### config.mk
export PLATFORM = sky130hd
export DESIGN_NAME = voice_allocator
export DESIGN_NICKNAME = d
export VERILOG_FILES = /design/src/rtl/voice_allocator.sv
export SDC_FILE = /design/constraint.sdc
export NUM_CORES = 1
export LEC_CHECK = 0
export ABC_AREA = 1
export BUFFER_PORTS_ARGS = -buffer_cell sky130_fd_sc_hd__buf_4
export CAP_MARGIN = 10
export CELL_PAD_IN_SITES_DETAIL_PLACEMENT = 2
export CELL_PAD_IN_SITES_GLOBAL_PLACEMENT = 2
export CORE_ASPECT_RATIO = 2
export CORE_MARGIN = 2
export CORE_UTILIZATION = 34
export CTS_CLUSTER_DIAMETER = 60
export DETAILED_ROUTE_END_ITERATION = 8
export PLACE_DENSITY = 0.95
export SYNTH_ARGS = -nofsm -noshare
export SYNTH_HDL_FRONTEND = slang
export SYNTH_SLANG_ARGS = --single-unit
### constraint.sdc
create_clock -name clock_50_000_000 -period 10.4 [get_ports clock_50_000_000]
set_clock_uncertainty 0.2 [all_clocks]
set_input_delay 2.08 -clock clock_50_000_000 [delete_from_list [all_inputs] [get_ports clock_50_000_000]]
set_output_delay 2.08 -clock clock_50_000_000 [all_outputs]
set_load 0.02 [all_outputs]
### src/rtl/voice_allocator.sv
// voice_allocator: polyphonic voice-slot allocator.
// Picks a voice for each note-on (retrigger, then free, then steal the oldest
// releasing voice, then the oldest held voice) and emits per-voice
// start / release / hard-stop pulses.
// Optional feature: define SUSTAIN_PEDAL_EN to add the sustain input and the
// SUSTAINED voice state.
module voice_allocator #(
  parameter int NUM_VOICES = 4,
  parameter int NOTE_WIDTH = 7,
  parameter int VEL_WIDTH  = 7
) (
  input  logic                             clock_50_000_000,
  input  logic                             reset,
  input  logic                             note_valid,
  input  logic                             note_status,
  input  logic [NOTE_WIDTH-1:0]            note_number,
  input  logic [VEL_WIDTH-1:0]             note_velocity,
  output logic                             note_ready,
  input  logic                             all_notes_off,
`ifdef SUSTAIN_PEDAL_EN
  input  logic                             sustain,
`endif
  input  logic [NUM_VOICES-1:0]            envelope_end,
  output logic [NUM_VOICES-1:0]            voice_on,
  output logic [NUM_VOICES-1:0]            voice_off,
  output logic [NUM_VOICES-1:0]            voice_kill,
  output logic [NUM_VOICES*NOTE_WIDTH-1:0] voice_note,
  output logic [NUM_VOICES*VEL_WIDTH-1:0]  voice_velocity,
  output logic [NUM_VOICES-1:0]            voice_active
);

  localparam int IW = $clog2(NUM_VOICES);

  typedef enum logic [1:0] {
    V_FREE = 2'd0,
    V_HELD = 2'd1,
    V_SUST = 2'd2,
    V_REL  = 2'd3
  } vstate_t;

  typedef enum logic {
    C_IDLE  = 1'b0,
    C_STEAL = 1'b1
  } cstate_t;

  // Per-voice state
  vstate_t               r_vstate [NUM_VOICES];
  vstate_t               w_vstate_next [NUM_VOICES];
  logic [IW-1:0]         r_age [NUM_VOICES];
  logic [IW-1:0]         w_age_next [NUM_VOICES];
  logic [NOTE_WIDTH-1:0] r_note [NUM_VOICES];
  logic [NOTE_WIDTH-1:0] w_note_next [NUM_VOICES];
  logic [VEL_WIDTH-1:0]  r_vel [NUM_VOICES];
  logic [VEL_WIDTH-1:0]  w_vel_next [NUM_VOICES];

  // Controller state and the pending steal target
  cstate_t               r_ctrl, w_ctrl_next;
  logic [IW-1:0]         r_steal_idx, w_steal_idx_next;
  logic [NOTE_WIDTH-1:0] r_steal_note, w_steal_note_next;
  logic [VEL_WIDTH-1:0]  r_steal_vel, w_steal_vel_next;
  logic                  r_anoff_pend, w_anoff_pend_next;

  // Registered outputs
  logic [NUM_VOICES-1:0] r_on, r_off, r_kill, r_active;
  logic [NUM_VOICES-1:0] w_on_next, w_off_next, w_kill_next, w_active_next;

  // Candidate selection results
  logic                  w_match_hit, w_free_hit, w_rel_hit, w_off_hit;
  logic [IW-1:0]         w_match_idx, w_free_idx, w_rel_idx, w_hs_idx, w_off_idx;
  logic [IW-1:0]         w_victim;

  // Event decode and allocation request
  logic                  w_accept, w_is_on, w_sus_hold, w_sus_fall;
  logic                  w_alloc;
  logic [IW-1:0]         w_alloc_idx;
  logic [NOTE_WIDTH-1:0] w_alloc_note;
  logic [VEL_WIDTH-1:0]  w_alloc_vel;

`ifdef SUSTAIN_PEDAL_EN
  logic r_sus_q;

  // Remember the previous pedal level so a release of the pedal can be seen.
  always_ff @(posedge clock_50_000_000) begin
    if (reset) begin
      r_sus_q <= 1'b0;
    end else begin
      r_sus_q <= sustain;
    end
  end

  assign w_sus_hold = sustain;
  assign w_sus_fall = r_sus_q & ~sustain;
`else
  assign w_sus_hold = 1'b0;
  assign w_sus_fall = 1'b0;
`endif

  // A pending all-notes-off also holds off new events so it is applied first.
  assign note_ready = (r_ctrl == C_IDLE) & ~all_notes_off & ~r_anoff_pend;
  assign w_accept   = note_valid & note_ready;
  assign w_is_on    = note_status & (note_velocity != {VEL_WIDTH{1'b0}});
  assign w_victim   = w_rel_hit ? w_rel_idx : w_hs_idx;

  // Scan the voices for retrigger, free, oldest-releasing, oldest-held and note-off targets.
  always_comb begin
    logic          l_hs_hit;
    logic [IW-1:0] l_rel_age;
    logic [IW-1:0] l_hs_age;
    logic          l_c;
    w_match_hit = 1'b0;
    w_match_idx = '0;
    w_free_hit  = 1'b0;
    w_free_idx  = '0;
    w_rel_hit   = 1'b0;
    w_rel_idx   = '0;
    w_hs_idx    = '0;
    w_off_hit   = 1'b0;
    w_off_idx   = '0;
    l_hs_hit    = 1'b0;
    l_rel_age   = '0;
    l_hs_age    = '0;
    l_c         = 1'b0;
    for (int i = 0; i < NUM_VOICES; i++) begin
      // lowest-index sounding voice already playing this note
      l_c         = ~w_match_hit & (r_vstate[i] != V_FREE) & (r_note[i] == note_number);
      w_match_idx = l_c ? IW'(i) : w_match_idx;
      w_match_hit = w_match_hit | l_c;
      // lowest-index free voice
      l_c         = ~w_free_hit & (r_vstate[i] == V_FREE);
      w_free_idx  = l_c ? IW'(i) : w_free_idx;
      w_free_hit  = w_free_hit | l_c;
      // oldest releasing voice (ages are unique, so no ties)
      l_c         = (r_vstate[i] == V_REL) & (~w_rel_hit | (r_age[i] > l_rel_age));
      w_rel_idx   = l_c ? IW'(i) : w_rel_idx;
      l_rel_age   = l_c ? r_age[i] : l_rel_age;
      w_rel_hit   = w_rel_hit | l_c;
      // oldest held or sustained voice
      l_c         = ((r_vstate[i] == V_HELD) | (r_vstate[i] == V_SUST)) &
                    (~l_hs_hit | (r_age[i] > l_hs_age));
      w_hs_idx    = l_c ? IW'(i) : w_hs_idx;
      l_hs_age    = l_c ? r_age[i] : l_hs_age;
      l_hs_hit    = l_hs_hit | l_c;
      // note-off only ever targets a held voice
      l_c         = ~w_off_hit & (r_vstate[i] == V_HELD) & (r_note[i] == note_number);
      w_off_idx   = l_c ? IW'(i) : w_off_idx;
      w_off_hit   = w_off_hit | l_c;
    end
  end

  // Controller next state, per-voice transitions, ages and output pulses.
  always_comb begin
    w_vstate_next     = r_vstate;
    w_age_next        = r_age;
    w_note_next       = r_note;
    w_vel_next        = r_vel;
    w_ctrl_next       = r_ctrl;
    w_steal_idx_next  = r_steal_idx;
    w_steal_note_next = r_steal_note;
    w_steal_vel_next  = r_steal_vel;
    w_anoff_pend_next = r_anoff_pend;
    w_on_next         = '0;
    w_off_next        = '0;
    w_kill_next       = '0;
    w_active_next     = '0;
    w_alloc           = 1'b0;
    w_alloc_idx       = '0;
    w_alloc_note      = note_number;
    w_alloc_vel       = note_velocity;

    // pedal release: every sustained voice starts its release together
    for (int i = 0; i < NUM_VOICES; i++) begin
      if (w_sus_fall && (r_vstate[i] == V_SUST)) begin
        w_vstate_next[i] = V_REL;
        w_off_next[i]    = 1'b1;
      end else begin
        w_vstate_next[i] = w_vstate_next[i];
      end
    end

    case (r_ctrl)
      C_IDLE: begin
        if (all_notes_off || r_anoff_pend) begin
          w_anoff_pend_next = 1'b0;
          for (int i = 0; i < NUM_VOICES; i++) begin
            if ((r_vstate[i] == V_HELD) || (r_vstate[i] == V_SUST)) begin
              w_vstate_next[i] = V_REL;
              w_off_next[i]    = 1'b1;
            end else begin
              w_vstate_next[i] = w_vstate_next[i];
            end
          end
        end else if (w_accept && w_is_on) begin
          if (w_match_hit) begin
            w_alloc     = 1'b1;
            w_alloc_idx = w_match_idx;
          end else if (w_free_hit) begin
            w_alloc     = 1'b1;
            w_alloc_idx = w_free_idx;
          end else begin
            // steal: hard-stop now, hand the voice the new note next cycle
            w_kill_next[w_victim] = 1'b1;
            w_ctrl_next           = C_STEAL;
            w_steal_idx_next      = w_victim;
            w_steal_note_next     = note_number;
            w_steal_vel_next      = note_velocity;
          end
        end else if (w_accept && w_off_hit) begin
          if (w_sus_hold) begin
            w_vstate_next[w_off_idx] = V_SUST;
          end else begin
            w_vstate_next[w_off_idx] = V_REL;
            w_off_next[w_off_idx]    = 1'b1;
          end
        end else begin
          w_ctrl_next = C_IDLE;
        end
      end
      C_STEAL: begin
        w_alloc           = 1'b1;
        w_alloc_idx       = r_steal_idx;
        w_alloc_note      = r_steal_note;
        w_alloc_vel       = r_steal_vel;
        w_ctrl_next       = C_IDLE;
        w_anoff_pend_next = r_anoff_pend | all_notes_off;
      end
      default: begin
        w_ctrl_next = C_IDLE;
      end
    endcase

    // finished envelopes free their voice unless that voice is being reallocated
    for (int i = 0; i < NUM_VOICES; i++) begin
      if (envelope_end[i] && (r_vstate[i] == V_REL) &&
          !(w_alloc && (w_alloc_idx == IW'(i)))) begin
        w_vstate_next[i] = V_FREE;
      end else begin
        w_vstate_next[i] = w_vstate_next[i];
      end
    end

    // allocation: newest voice gets age 0, younger voices age by one
    if (w_alloc) begin
      for (int i = 0; i < NUM_VOICES; i++) begin
        w_age_next[i] = (r_age[i] < r_age[w_alloc_idx]) ? (r_age[i] + IW'(1)) : r_age[i];
      end
      w_age_next[w_alloc_idx]    = '0;
      w_vstate_next[w_alloc_idx] = V_HELD;
      w_note_next[w_alloc_idx]   = w_alloc_note;
      w_vel_next[w_alloc_idx]    = w_alloc_vel;
      w_on_next[w_alloc_idx]     = 1'b1;
      w_off_next[w_alloc_idx]    = 1'b0;
    end else begin
      w_age_next = w_age_next;
    end

    for (int i = 0; i < NUM_VOICES; i++) begin
      w_active_next[i] = (w_vstate_next[i] != V_FREE);
    end
  end

  // State and output registers; reset aborts any steal in progress.
  always_ff @(posedge clock_50_000_000) begin
    if (reset) begin
      for (int i = 0; i < NUM_VOICES; i++) begin
        r_vstate[i] <= V_FREE;
        r_age[i]    <= IW'(i);
        r_note[i]   <= '0;
        r_vel[i]    <= '0;
      end
      r_ctrl       <= C_IDLE;
      r_steal_idx  <= '0;
      r_steal_note <= '0;
      r_steal_vel  <= '0;
      r_anoff_pend <= 1'b0;
      r_on         <= '0;
      r_off        <= '0;
      r_kill       <= '0;
      r_active     <= '0;
    end else begin
      r_vstate     <= w_vstate_next;
      r_age        <= w_age_next;
      r_note       <= w_note_next;
      r_vel        <= w_vel_next;
      r_ctrl       <= w_ctrl_next;
      r_steal_idx  <= w_steal_idx_next;
      r_steal_note <= w_steal_note_next;
      r_steal_vel  <= w_steal_vel_next;
      r_anoff_pend <= w_anoff_pend_next;
      r_on         <= w_on_next;
      r_off        <= w_off_next;
      r_kill       <= w_kill_next;
      r_active     <= w_active_next;
    end
  end

  assign voice_on     = r_on;
  assign voice_off    = r_off;
  assign voice_kill   = r_kill;
  assign voice_active = r_active;

  for (genvar g = 0; g < NUM_VOICES; g++) begin : g_flat
    assign voice_note[g*NOTE_WIDTH +: NOTE_WIDTH]   = r_note[g];
    assign voice_velocity[g*VEL_WIDTH +: VEL_WIDTH] = r_vel[g];
  end

endmodule

==> results of run 1 <==
[cells in the mapped netlist (all sizes together), types with 7 or more instances]
| master | number | area (sq um) |
|---|---|---|
| xnor2 | 18 | 158 |
| ha | 30 | 375 |
| buf | 14 | 106 |
| clkbuf | 8 | 31.3 |
| nand2 | 174 | 681 |
| nor3 | 7 | 46.3 |
| inv | 100 | 383 |
| o22ai | 15 | 93.8 |
| dfxtp | 106 | 2120 |
| nor2 | 43 | 234 |
| nand3 | 49 | 245 |
| nand4 | 10 | 62.6 |
| a21oi | 18 | 93.8 |
| o21ai | 93 | 522 |
[flip-flops by register name (all words and copies together), names as in the netlist]
name and flops:
voice_active 4, voice_velocity 28, voice_kill 4, voice_on 4, voice_off 4, r_steal_idx 2, r_age 8, r_steal_note 7
r_steal_vel 7, voice_note 28, r_vstate 8, r_ctrl 1, r_anoff_pend 1
[power by group]
part	internal [W]	switching, W	leakage [nW]
logic	0.0000511	0.000111	2.04
clock network	0.000175	0.000180	0.140
registers	0.000417	0.00000941	0.860
[layer usage]
metal	up-vias	share of wire [%]	global-route usage (%)
met5	-	0	0
met4	0	8.6	22.7
met3	107	3.4	4.98
met2	196	56	56.3
met1	2639	32	26.1
li1	2440	-	-
[per-stage QoR]
stage               worst slack [ps]  hold WS [ps]  std cells  total power (W)
floorplan                       5400           247        704         0.000527
global placement                4940           247        977         0.000581
detailed placement              4710           250        977         0.000590
CTS                             5050           271        993         0.000949
global route                    4870           300        993         0.000976
finish                          5070           270        993         0.000944
[worst max-delay path, cell delays in order]
cell and delay [ps]:
buf_4 120, nor2_4 230, inv_2 110, nor2_4 130, nand2_4 90, nor3_4 260, nand2_1 110, a21oi_2 130
nand2_2 100, nand2_4 120, inv_4 70, nand2_2 100, inv_1 70, nand2_1 60, o21ai_0 80, a221oi_1 530
ha_1 370, inv_1 60, nand4_1 130, or2_2 320, a21oi_1 150
[cell type report]
| type | instances | area (sq um) |
|---|---|---|
| sequential | 106 | 2120 |
| timing repair buffer | 97 | 728 |
| inverter | 101 | 387 |
| fill | 1727 | 8860 |
| clock inverter | 6 | 55.1 |
| multi-input combinational | 475 | 2650 |
| clock buffer | 10 | 239 |
| tap | 198 | 248 |
[cells in the final DEF (no fill, tap or decap), drive strengths merged, types with 5 or more instances in the layout]
cell,instances
nand2,174
dfxtp,106
inv,104
buf,97
o21ai,93
nand3,49
nor2,43
ha,30
xnor2,18
a21oi,18
o22ai,15
nand4,10
clkbuf,10
nor3,7
xor2,5
[worst max path at each step]
stage,from,end,slack [ps],cells past startpoint
floorplan,all_notes_off,r_age[1],5400,20
global placement,all_notes_off,r_age[1],4940,21
detailed placement,all_notes_off,r_age[1],4710,21
CTS,all_notes_off,r_age[1],5050,21
global route,all_notes_off,r_age[1],4870,21
finish,all_notes_off,r_age[1],5070,21
[kinds of logic after synthesis]
kind of cell / synth area share, %
buf+inv: 9.90
fa+ha+maj: 7.09
xor+xnor: 3.80
compound gates: 14.6
simple gates: 24.6
flops: 40.1
==> metrics.cfg, run 1 <==
[run_status]
status = completed

[routing]
drc = 0
drt-vias-per-instance = 5.42
vias = 5382
wl_per_cell_um = 24.4
drtIter0Drc = 237
ant_nets = 0
drt-total-wl_mm = 24.2
drtPass1Iterations = 4

[timing]
fin_crit_ps = 5330
tightestPinTransition_ps = 1240
rsz0062_at_grt = no
finalCritPeriodShare_pct = 51.3
setup_viol = 0
fmax_mhz = 188
finalMaxSlewViolations = 0
slew_headroom_pct = 16.7
hold_violations = 0
tns_ps = 0

[placed_design]
dp_hpwl_mm = 17.2
port_buffers = 95
dpl-instance-area_sq_um = 6140
gp_congestion = 0.877

[grt]
grt_max_degree = 31
grt_first_pass_wirelength_mm = 36.4
grt_remaining_overflow = 0
grt.total_usage_pct = 29.4
grt_pass1_vias = 6251
antenna_found_initial = 0

[power]
vdd_ir_drop_max_mv = 0.110
leakagePower_nw = 3.04
power.density_nw_per_um2 = 147

[worst_hold_path]
hold_class = register to register
min-delay-start = voice_velocity[4]
hold-path-cell-count = 2
hold-path-endpoint = voice_velocity[4]

[clock_tree]
root_buffer = clkbuf_16
post_cts_buffers = 0
cts_resized = 0
clk_latency_ps = 370
cts.sinks = 106
cts_max_level = 3
cts_buffer_depth = 2
path_clk_slew_ps = 80
numCtsBuffers = 9
cts_tree = built
postCtsHoldBufs = 0

[logic_synthesis]
synth_enable_flop_cells = 0
ys_ff_latch = 106
ys_types = 38
synthArstFlopShare_pct = 0
seq_area_frac_synth_pct = 40.1
syn-num-nets = 757
synthFlopType = dfxtp_1
yosys_warnings = 0
syn_area_per_cell_sq_um = 7.52
netlist_area_sq_um = 5300
synth_cells = 704

[worst_setup_path]
rr_worst_depth = 29
critPathMaxFanout = 8
worstPathArrival_ps = 5430
ff2ff_setup_slack_ps = 5310
cp-end-kind = register
r2r-start = r_vstate[6]
crit_type = input pin to register
r2r_end = r_steal_idx[0]
start_kind = input pin
cp.required_ps = 10500

[floorplan]
dieArea_sq_um = 16700
die_x_um = 92.3
core_area_sq_um = 15300
rows = 64
ios = 96
initial_utilization_pct = 34.6
die_y_um = 181

[cells_and_area]
antenna_cells = 0
utilization_pct = 42.0
area_delta_synth_final_pct = 21.4
fin_area_sq_um = 6430
final_nets = 843
drive_gt1_share_pct = 20.4

[run]
maxCapViolations = 0

Power figures use the tool's default switching activity.
==> run 2: changes to the inputs <==
- ABC_AREA: 1 -> 0
- CORE_UTILIZATION: 34 -> 32
- PLACE_DENSITY: 0.95 -> 0.87
- clock period: 10.4 -> 4.9 ns (I/O delays scaled with it)
==> run 2 against run 1 <==
Wire length shrank 12%. Register-to-register slack lost 5200 ps. Critical path type is now register to register. Critical endpoint is now r_steal_idx[0]. Sequential cell count is the same. Largest power group unchanged.
==> metrics.cfg, run 2 <==
[cells_and_area]
drive_gt1_share_pct = 31.6
layout_commonest_cell = buf_4
fill_cells = 1880
antenna_cells = 0
fin_area_sq_um = 6940
final_cell_mix = 113 x buf_4, 104 x dfxtp_1, 78 x nor2_1
area_delta_synth_final_pct = 22.4
final_nets = 719

[routing]
wl_per_cell_um = 24.3
vias = 4954
drtIter0Drc = 219
drt-total-wl_mm = 21.4
drtPass1Iterations = 4
drt-vias-per-instance = 5.62
ant_nets = 0
drc = 0

[timing]
finalCritPeriodShare_pct = 98.2
fin_crit_ps = 4810
fmax_mhz = 208
finalMaxSlewViolations = 0
whs_ps = 315
setup_viol = 0
tightestPinTransition_ps = 1030
slew_headroom_pct = 31.0
layout_setup_ws_ps = 85.9
hold_violations = 0

[placed_design]
port_buffers = 95
dpl-instance-area_sq_um = 6560
gp_congestion = 0.835
dp_hpwl_mm = 16.7
preCtsSetupSlack_ps = -259

[power]
p_int_w = 0.00140
leakagePower_nw = 2.70
combPwrFrac_pct = 19.5
switching_share_pct = 31.2
seq_power_share_pct = 45.1
vdd_ir_drop_max_mv = 0.183
power_switching_w = 0.000634
p_clk_share_pct = 35.4
power.density_nw_per_um2 = 293

[grt]
grt_max_degree = 58
grt_remaining_overflow = 0
antenna_found_initial = 0
grt.total_usage_pct = 22.6
grt_first_pass_wirelength_mm = 32.6
grt_pass1_vias = 5556

[logic_synthesis]
synthFlopType = dfxtp_1
seq_area_frac_synth_pct = 37.4
yosys_warnings = 0
syn_area_per_cell_sq_um = 9.83
synth_top_area_cell = dfxtp_1
yosysMostFrequentCell = dfxtp_1
ys_ff_latch = 106
synth_cells = 577
synth_top_area_share_pct = 37.4
syn-num-nets = 630
synthTopCellsByArea = dfxtp_1 37%, ha_1 6.6%, a211oi_2 6.2%
synthTopCellsByCount = 106 x dfxtp_1, 79 x nor2_1, 31 x a211oi_1, 31 x mux2i_1, 30 x ha_1
synthArstFlopShare_pct = 0
ys_types = 77
synth_enable_flop_cells = 0
netlist_area_sq_um = 5670

[run_status]
status = completed

[clock_tree]
cts_max_level = 3
cts.sinks = 106
path_clk_slew_ps = 80
cts_buffer_depth = 2
root_buffer = clkbuf_16
clk_latency_ps = 360
cts_tree = built
numCtsBuffers = 9

[worst_setup_path]
path_delay_family = compound AO/OA/AOI/OAI gates
worstPathArrival_ps = 4840
crit_type = register to register
r2r_end = r_steal_idx[0]
cp-end-kind = register
critPathMaxFanout = 5
rr_worst_depth = 22
crit_path_end = r_steal_idx[0]
cp_cell_sequence = inv_2, ha_4, nand2_2, ha_4, nor2b_1, o21ai_0, a21boi_2, mux2_4, ha_1, nor2b_1, a2bb2oi_2, o21ai_2, nand2_1, o21ai_0, ha_1, nor2b_1, a2bb2oi_1, o21a_1, a21o_1, a221o_1, mux2i_1, nor2_1
crit_buf_inv = 1
critical_path_cell_count = 22
r2r-start = r_vstate[6]
crit_start = r_vstate[6]
cpMostUsedCell = nor2b_1
critPathSlowestCell = a221o_1
start_kind = register
max_stage_delay_ps = 380
ff2ff_setup_slack_ps = 90
cp.required_ps = 4920

[floorplan]
core_area_sq_um = 17300
initial_utilization_pct = 32.8
dieArea_sq_um = 18900
ios = 96
die_x_um = 98.1
die_y_um = 192
rows = 68

[worst_hold_path]
hold_class = register to register

[run]
maxCapViolations = 0

-- run 2: layout make-up --
type                            instances  area, sq um  share of cell area (%)
Sequential cell                       106         2120                    30.6
Tap cell                              210          263                    3.79
Clock inverter                          7         60.1                   0.865
Timing Repair Buffer                  113          848                    12.2
Inverter                               15         56.3                   0.811
Clock buffer                            9          225                    3.24
Multi-Input combinational cell        421         3360                    48.5
-- run 2: repair_timing --
item	CTS	global route
hold buffers	0	0
buffers inserted	0	5
resized for setup	4	17
endpoints found under the hold margin	0	0
pin swaps	0	6
setup endpoints to repair	6	6
-- run 2: routing by layer --
layer | wire length [um] | vias up | global-route usage, %
li1 | - | 2279 | -
met1 | 6700 | 2500 | 19.5
met2 | 12700 | 116 | 47.0
met3 | 580 | 59 | 2.83
met4 | 1430 | 0 | 14.2
met5 | 0 | - | 0
-- run 2: how the worst min path moves through the flow --
| stage | startpoint | to | slack (ps) | depth (start not counted) |
|---|---|---|---|---|
| 4_1_cts | r_steal_vel[4] | r_steal_vel[4] | 320 | 2 |
| 2_1_floorplan | r_steal_vel[0] | r_steal_vel[0] | 260 | 2 |
| 3_3_place_gp | r_steal_note[6] | r_steal_note[6] | 280 | 2 |
| 3_5_place_dp | r_steal_vel[4] | r_steal_vel[4] | 290 | 2 |
| 5_1_grt | voice_velocity[10] | voice_velocity[10] | 330 | 2 |
| 6_report | voice_velocity[17] | voice_velocity[17] | 320 | 2 |
-- run 2: worst reg2reg max path: cells and delay by family, from the launching register on --
kind	cells	cell delay (ps)
flip-flops	1	370
AO/OA/AOI/OAI	9	1730
adder cells (fa/ha/maj)	4	1090
multiplexers	2	530
AND/OR/NAND/NOR	6	710
buffers and inverters	1	70
-- run 2: logic make-up after synthesis --
group                      synth area share, %
muxes                                     6.27
xor gates and xnor gates                  6.07
adders and majority gates                 6.62
DFF                                       37.4
buffers and inverters                     4.59
AOI/OAI and AO/OA                         23.8
and+or+nand+nor                           15.3
-- run 2: stage by stage --
stage / utilization, % / power, W / TNS (ps) / cells
2_1_floorplan: - / 0.00117 / 0 / 577
3_5_place_dp: 38.0 / 0.00131 / -1020 / 860
4_1_cts: 39.6 / 0.00203 / 0 / 876
5_1_grt: 40.2 / 0.00211 / -390 / 881
3_3_place_gp: 38.0 / 0.00129 / 0 / 860
6_report: 40.2 / 0.00203 / 0 / 881
-- run 2: power groups by stage --
stage | clock network [W] | logic, W | registers (W)
after floorplan | 0 | 0.000215 | 0.000953
after global placement | 0 | 0.000353 | 0.000932
after detailed placement | 0 | 0.000374 | 0.000935
after CTS | 0.000734 | 0.000381 | 0.000914
after global routing | 0.000763 | 0.000424 | 0.000919
final | 0.000719 | 0.000397 | 0.000916
==> run 3: changes to the inputs <==
- CORE_ASPECT_RATIO: 2 -> 1.4
==> run 3 against run 2 <==
Setup slack better by 150 ps. Clock power is 6.0% higher. Register-to-register slack better by 150 ps. Total power is 1.8% higher. Design area is 0.13% higher. Cell count is 2.5% higher. Critical path depth is 1 higher. Sequential cell count stayed put. Worst hold slack worse by 1.6 ps. Critical endpoint unchanged. Highest routed layer unchanged.
==> metrics.cfg, run 3 (synthesized netlist as in run 2, its figures left out) <==
[run_status]
status = completed

[floorplan]
rows = 57
core_area_sq_um = 17300
dieArea_sq_um = 18800
initial_utilization_pct = 32.7
die_x_um = 117
ios = 96
die_y_um = 162

[grt]
use_met3_pct = 4.95
grt_remaining_overflow = 0
grt-busiest-layer = met2
grt_use_met1_pct = 22.8
grt.total_usage_pct = 22.8
grt_pass1_vias = 5719
grt_first_pass_wirelength_mm = 32.5
grtUsageMet2_pct = 42.6
grt_max_degree = 67
antenna_found_initial = 0

[power]
switching_share_pct = 29.8
p_int_w = 0.00145
seq_power_share_pct = 44.2
finalPower_w = 0.00207
leakagePower_nw = 2.69
p_clk_share_pct = 36.9
vdd_ir_drop_max_mv = 0.162
combPwrFrac_pct = 18.9
power.density_nw_per_um2 = 298
power_switching_w = 0.000617

[placed_design]
dp_cells = 885
dp_hpwl_mm = 15.3
gp_congestion = 0.885
preCtsSetupSlack_ps = -126
port_buffers = 95

[run]
maxCapViolations = 0

[worst_setup_path]
start_kind = register
path_delay_family = compound AO/OA/AOI/OAI gates
crit_type = register to register
crit_buf_inv = 2
r2r_end = r_steal_idx[0]
r2r-start = r_vstate[6]
cp-end-kind = register
rr_worst_depth = 23
max_stage_delay_ps = 390
cp.required_ps = 4920
critPathSlowestCell = a221o_1
cpMostUsedCell = ha_1
ff2ff_setup_slack_ps = 240
cp_cell_sequence = inv_1, ha_4, nand2_1, ha_1, nor2b_1, o21ai_1, a21boi_2, buf_4, a21oi_2, ha_1, nor2b_2, a2bb2oi_2, o21ai_2, nand2_1, o21ai_0, ha_1, nor2b_1, a2bb2oi_1, o21a_1, a21o_1, a221o_1, mux2i_1, nor2_1
critPathMaxFanout = 6
worstPathArrival_ps = 4680

[cells_and_area]
fill_cells = 1883
antenna_cells = 0
final_nets = 716
layout_commonest_cell = buf_4
drive_gt1_share_pct = 30.7
area_delta_synth_final_pct = 22.6
final_cell_mix = 110 x buf_4, 104 x dfxtp_1, 79 x nor2_1
stdcell_count = 903

[routing]
drtIter0Drc = 161
drc = 0
wl_per_cell_um = 23.2
vias = 4966
drt-vias-per-instance = 5.50
drt-total-wl_mm = 20.9
drtPass1Iterations = 5
ant_nets = 0

[clock_tree]
cts_tree = built
cts_buffer_depth = 2
numCtsBuffers = 9
cts.sinks = 106
path_clk_slew_ps = 70
root_buffer = clkbuf_16
clk_latency_ps = 360
postCtsHoldBufs = 0
cts_max_level = 3

[timing]
hold_violations = 0
tightestPinTransition_ps = 814
setup_viol = 0
layout_setup_ws_ps = 235
finalMaxSlewViolations = 0
tns_ps = 0
slew_headroom_pct = 45.7
fmax_mhz = 214
fin_crit_ps = 4660
finalCritPeriodShare_pct = 95.2

[worst_hold_path]
hold-path-endpoint = voice_velocity[9]
hold_class = register to register
min-delay-start = voice_velocity[9]
hold-path-cell-count = 2

==> run 3: power by group through the flow <==
stage                     sequential [W]  clock (W)  combinational, W
after floorplan                 0.000953          0          0.000215
after global placement          0.000930          0          0.000346
after detailed placement        0.000933          0          0.000369
after CTS                       0.000913   0.000780          0.000378
after global routing            0.000917   0.000809          0.000418
final                           0.000914   0.000762          0.000392
==> run 3: final cells by class <==
| type | count | area, sq um | share of cell area [%] |
|---|---|---|---|
| multi-input combinational | 421 | 3340 | 48.1 |
| timing repair buffer | 110 | 826 | 11.9 |
| inverter | 15 | 56.3 | 0.810 |
| clock buffer | 10 | 239 | 3.44 |
| tap | 236 | 295 | 4.25 |
| clock inverter | 5 | 62.6 | 0.900 |
| sequential | 106 | 2130 | 30.6 |
==> run 3: how the worst max path moves through the flow <==
stage | cells after the start | end | slack (ps) | from
after floorplan | 22 | r_steal_idx[0] | 510 | r_vstate[6]
after global placement | 22 | r_steal_idx[0] | 240 | r_vstate[6]
after detailed placement | 22 | r_steal_idx[0] | -130 | r_vstate[6]
after CTS | 22 | r_steal_idx[0] | 7 | r_vstate[6]
after global routing | 23 | r_steal_idx[0] | -10 | r_vstate[6]
final | 23 | r_steal_idx[0] | 240 | r_vstate[6]
==> run 3: worst register-to-register path: cells and delay by family (launching register included) <==
family                   cells  cell delay (ps)
AND/OR/NAND/NOR              6              680
flip-flops                   1              370
adder cells (fa/ha/maj)      4             1250
buffers and inverters        2              240
multiplexers                 1              160
AO/OA/AOI/OAI               10             1660
==> run 3: what timing repair did <==
| item | CTS | global route |
|---|---|---|
| endpoints found under the setup margin | 6 | 6 |
| buffers inserted | 0 | 3 |
| gates cloned | 0 | 0 |
| pin swaps | 1 | 4 |
| resized for setup | 3 | 15 |
==> run 3: per-stage QoR <==
step / cell area (sq um) / hold WS, ps / utilization, %
after floorplan: 5670 / 263 / -
after global placement: 6580 / 276 / 38.0
after detailed placement: 6580 / 301 / 38.0
after CTS: 6890 / 313 / 39.7
after global routing: 6950 / 336 / 40.1
final: 6950 / 313 / 40.1
==> run 3: routing by layer <==
layer	vias to the layer above	wire length [um]
li1	2272	-
met1	2496	7430
met2	140	11600
met3	58	919
met4	0	1000
met5	-	0
